File: config.mk
export PLATFORM = sky130hd
export DESIGN_NAME = jtframe_joy_serial_tx
export DESIGN_NICKNAME = d
export VERILOG_FILES = /design/src/rtl/jtframe_joy_serial_tx.sv
export SDC_FILE = /design/constraint.sdc
export NUM_CORES = 1
export LEC_CHECK = 0
export ABC_AREA = 1
export CORE_UTILIZATION = 25
export DETAILED_ROUTE_END_ITERATION = 6
export SLEW_MARGIN = 5
export SYNTH_ARGS = -nofsm -noshare
export SYNTH_HDL_FRONTEND = slang
export SYNTH_SLANG_ARGS = --single-unit
File: constraint.sdc
create_clock -name clk_sys -period 3.8 [get_ports clk_sys]
set_input_delay 0.76 -clock clk_sys [delete_from_list [all_inputs] [get_ports clk_sys]]
set_output_delay 0.76 -clock clk_sys [all_outputs]
set_load 0.03 [all_outputs]
File: src/rtl/jtframe_joy_serial_tx.sv
// Board-side joystick responder: parallel-load, MSB-first shifter on JOY_CLK/JOY_LOAD.
// Define JTFRAME_JOY_TX_PARITY_EN to append one odd-parity bit to each frame.
module jtframe_joy_serial_tx #(
   parameter int   NBITS       = 24,
   parameter int   SYNC_STAGES = 2,
   parameter int   ACTIVE_LOW  = 1,
   parameter logic IDLE_LEVEL  = 1'b1
)(
   input  logic             clk_sys,
   input  logic             rst,
   input  logic [NBITS-1:0] joy_par,
   input  logic             JOY_CLK,
   input  logic             JOY_LOAD,
   output logic             JOY_DATA,
   output logic             busy,
   output logic             frame_done,
   output logic             err_short,
   output logic [5:0]       bit_cnt
);

`ifdef JTFRAME_JOY_TX_PARITY_EN
   localparam int FLEN = NBITS + 1;
`else
   localparam int FLEN = NBITS;
`endif
   localparam logic [6:0] FLEN7 = 7'(FLEN);

   typedef enum logic [1:0] {
      S_IDLE,
      S_LOAD,
      S_SHIFT,
      S_DONE
   } state_t;

   state_t                 r_state;
   logic [SYNC_STAGES-1:0] r_clk_sync;
   logic [SYNC_STAGES-1:0] r_load_sync;
   logic                   r_clk_prev;
   logic [FLEN-1:0]        r_sreg;
   logic                   r_data;
   logic                   r_busy;
   logic                   r_frame_done;
   logic                   r_err_short;
   logic [5:0]             r_bit_cnt;

   logic [NBITS-1:0]       w_wire;
   logic [FLEN-1:0]        w_payload;
   logic                   w_clk_rise;
   logic                   w_load_low;
   logic [6:0]             w_cnt_inc;

   assign w_wire = (ACTIVE_LOW != 0) ? ~joy_par : joy_par;

`ifdef JTFRAME_JOY_TX_PARITY_EN
   // parity covers the on-wire bits so the frame has an odd number of ones
   assign w_payload = {w_wire, ~^w_wire};
`else
   assign w_payload = w_wire;
`endif

   assign w_clk_rise = r_clk_sync[SYNC_STAGES-1] & ~r_clk_prev;
   assign w_load_low = ~r_load_sync[SYNC_STAGES-1];
   assign w_cnt_inc  = {1'b0, r_bit_cnt} + 7'd1;

   always_ff @(posedge clk_sys) begin
      if (rst) begin
         r_state      <= S_IDLE;
         r_clk_sync   <= '1;
         r_load_sync  <= '1;
         r_clk_prev   <= 1'b1;
         r_sreg       <= {FLEN{IDLE_LEVEL}};
         r_data       <= IDLE_LEVEL;
         r_busy       <= 1'b0;
         r_frame_done <= 1'b0;
         r_err_short  <= 1'b0;
         r_bit_cnt    <= 6'd0;
      end else begin
         r_clk_sync   <= {r_clk_sync[SYNC_STAGES-2:0], JOY_CLK};
         r_load_sync  <= {r_load_sync[SYNC_STAGES-2:0], JOY_LOAD};
         r_clk_prev   <= r_clk_sync[SYNC_STAGES-1];
         r_data       <= r_sreg[FLEN-1];
         r_frame_done <= 1'b0;
         r_err_short  <= 1'b0;
         unique case (r_state)
            S_IDLE: begin
               if (w_load_low) begin
                  r_state   <= S_LOAD;
                  r_sreg    <= w_payload;
                  r_bit_cnt <= 6'd0;
               end
            end
            S_LOAD: begin
               if (w_load_low) begin
                  r_sreg    <= w_payload;
                  r_bit_cnt <= 6'd0;
               end else begin
                  r_state <= S_SHIFT;
                  r_busy  <= 1'b1;
               end
            end
            S_SHIFT: begin
               // a load beats a simultaneous clock rise
               if (w_load_low) begin
                  r_err_short <= (r_bit_cnt != 6'd0);
                  r_state     <= S_LOAD;
                  r_busy      <= 1'b0;
                  r_sreg      <= w_payload;
                  r_bit_cnt   <= 6'd0;
               end else if (w_clk_rise) begin
                  r_sreg    <= {r_sreg[FLEN-2:0], IDLE_LEVEL};
                  r_bit_cnt <= (r_bit_cnt == 6'h3F) ? 6'h3F : w_cnt_inc[5:0];
                  if (w_cnt_inc == FLEN7) begin
                     r_state      <= S_DONE;
                     r_busy       <= 1'b0;
                     r_frame_done <= 1'b1;
                  end
               end
            end
            S_DONE: begin
               if (w_load_low) begin
                  r_state   <= S_LOAD;
                  r_sreg    <= w_payload;
                  r_bit_cnt <= 6'd0;
               end
            end
            default: r_state <= S_IDLE;
         endcase
      end
   end

   assign JOY_DATA   = r_data;
   assign busy       = r_busy;
   assign frame_done = r_frame_done;
   assign err_short  = r_err_short;
   assign bit_cnt    = r_bit_cnt;

endmodule

==> flow_summary.yaml <==
final_layout:
  multi_input_area_um2: 932
  layout_commonest_cell: "nand2_1"
  antenna_cells: 0
  seqCellArea_um2: 821
  instances_no_fill: 367
  num-fill-cells: 789
  fin_nets: 300
  layout_common_cells: "57 x nand2_1, 41 x dfxtp_1, 37 x clkdlybuf4s50_1"
  syn_to_final_growth_pct: 24.9
  drive_above_1_share_pct: 13.4
critical_path:
  worst_setup_path_start_kind: "input pin"
  cp.arrival_ps: 2590
  worstSetupPathType: "input pin to flip-flop"
  crit_fanout: 29
  cp.required_ps: 4020
  crit_path_end_kind: "flip-flop"
logic_synthesis:
  async_reset_ff_share_pct: 0
  syn_area_um2: 1940
  ys_types: 29
  avgSynthCellArea_um2: 8.23
  synth-edff-count: 0
  ys_seq_area_share_pct: 42.3
  ys.flop_type: "dfxtp_1"
  synth_seq_cells: 41
  synth_cells: 236
  yosys_warnings: 0
  synth_fp_nets: 269
global_routing:
  antenna_found_initial: 0
  grt_pass1_wl_um: 6990
  grt_pass1_vias: 1528
  overflow: 0
  track_usage_pct: 10.5
  grt_max_degree: 50
power_and_ir_drop:
  leakagePower_nw: 1.01
  ir_drop_mv: 0.246
  p_total_w: 0.00108
  powerDensity_nw_per_um2: 443
run:
  cap_violations: 0
route:
  via_per_inst: 4.45
  drc: 0
  drt_iter0_markers: 128
  routed_wl_um: 4090
  dr.pass1.iters: 4
  avgRoutedWirePerCell_um: 11.1
  ant_nets: 0
  via_count: 1633
floorplan:
  dieArea_um2: 8120
  start_util_pct: 26.3
  rows: 31
  die_y_um: 90.1
  ios: 38
  core_um2: 7370
  die_w_um: 90.1
timing:
  finalCriticalPeriod_ps: 2370
  rsz0062_at_grt: "false"
  worst_slew_pin_slew_ps: 912
  setup_viol: 0
  slew_headroom_pct: 39.1
  finalClockSkew_ps: 12.9
  tns_ps: 0
  layout_worst_path_cycle_share_pct: 62.4
  report.final.slew_viol_count: 0
  final-hold-violation-count: 0
  max_freq_mhz: 422
cts:
  cts_tree: "built"
  cts.sinks: 41
  hold_buffers: 0
  clock_latency_ps: 290
  ctsHtreeMaxLevel: 2
  cts_setup_buffers: 0
  path_clk_slew_ps: 70
  ctsRootBufferMaster: "clkbuf_8"
  cts_resized: 0
  cts_buffer_depth: 2
  cts_buffers: 5
outcome:
  outcome: "finished clean"
worst_hold_path:
  hold_class: "flip-flop to flip-flop"
placement:
  place_congestion: 0.775
  hpwl_um: 2820
  dp_cells: 359
  io_buffers: 37
-- flip-flops by register name, indices dropped and copies added, names as in the netlist --
name and flops:
r_clk_sync 2, err_short 1, r_sreg 24, busy 1, r_clk_prev 1, frame_done 1
bit_cnt 6, r_state 2, r_load_sync 2, JOY_DATA 1
-- kinds of logic (layout without fill, tap and decap cells) --
group / count (synthesis) / in the layout / share of synthesized area (%)
compound gates: 44 / 44 / 17.7
fa+ha+maj: 5 / 5 / 3.22
buf+inv: 33 / 65 / 9.73
flops: 41 / 41 / 42.3
simple gates: 113 / 113 / 27.1
-- layer usage --
layer / track usage, % / vias to the layer above / part of all wire [%]
li1: - / 862 / -
met1: 14.5 / 730 / 51
met2: 15.6 / 36 / 44
met3: 2.71 / 5 / 3.7
met4: 4.03 / 0 / 1.3
met5: 0 / - / 0
-- worst max-delay path, stage by stage --
cell             delay, ps
clkdlybuf4s50_1        390
buf_4                  180
inv_1                  670
nand2_1                350
o21ai_0                230
-- synthesized netlist by cell type (3+ instances only) --
library cell | instances | area [µm²]
ha_1 | 5 | 62.6
nand3_1 | 27 | 135
o21ai_0 | 5 | 25.0
nor2_1 | 9 | 33.8
o211ai_1 | 21 | 158
inv_1 | 16 | 60.1
nand4_1 | 3 | 18.8
clkbuf_1 | 4 | 15.0
a21oi_2 | 3 | 26.3
dfxtp_1 | 41 | 821
nand2_2 | 6 | 37.5
or2_2 | 5 | 31.3
o32ai_1 | 5 | 43.8
a21oi_1 | 4 | 20.0
buf_6 | 8 | 90.1
nand2_1 | 57 | 214
-- stage by stage --
step                      util [%]  cell area (µm²)  hold slack (ps)  setup WS (ps)
after floorplan                  -             1940              389           2170
after global placement        31.6             2330              394           1180
after detailed placement      31.6             2330              399           1120
after CTS                     32.9             2420              418           1430
after global routing          32.9             2420              435           1260
final                         32.9             2420              418           1430
-- area by class of cell --
type,instances,area share (%)
inverters,19,3.04
well taps,99,5.11
clock buffers,6,3.41
multi-input cells,162,38.4
flip-flops and latches,41,33.8
clock inverters,2,0.568
repair buffers,38,15.6
-- path summary, 6_finish.rpt --
check	slack, ps	startpoint	depth (start not counted)	to
worst max-delay path	1430	rst	5	bit_cnt[2]
worst min-delay path	420	r_load_sync[0]	1	r_load_sync[1]
worst max register to register	1660	r_state[0]	8	r_state[0]
worst min register to register	420	r_load_sync[0]	1	r_load_sync[1]
-- power by group --
part           total [W]  internal [W]  switching [W]
registers       0.000486      0.000464      0.0000218
logic           0.000293      0.000112       0.000182
clock network   0.000296      0.000147       0.000149
total            0.00108      0.000723       0.000352
(Power assumes the default switching activity.)
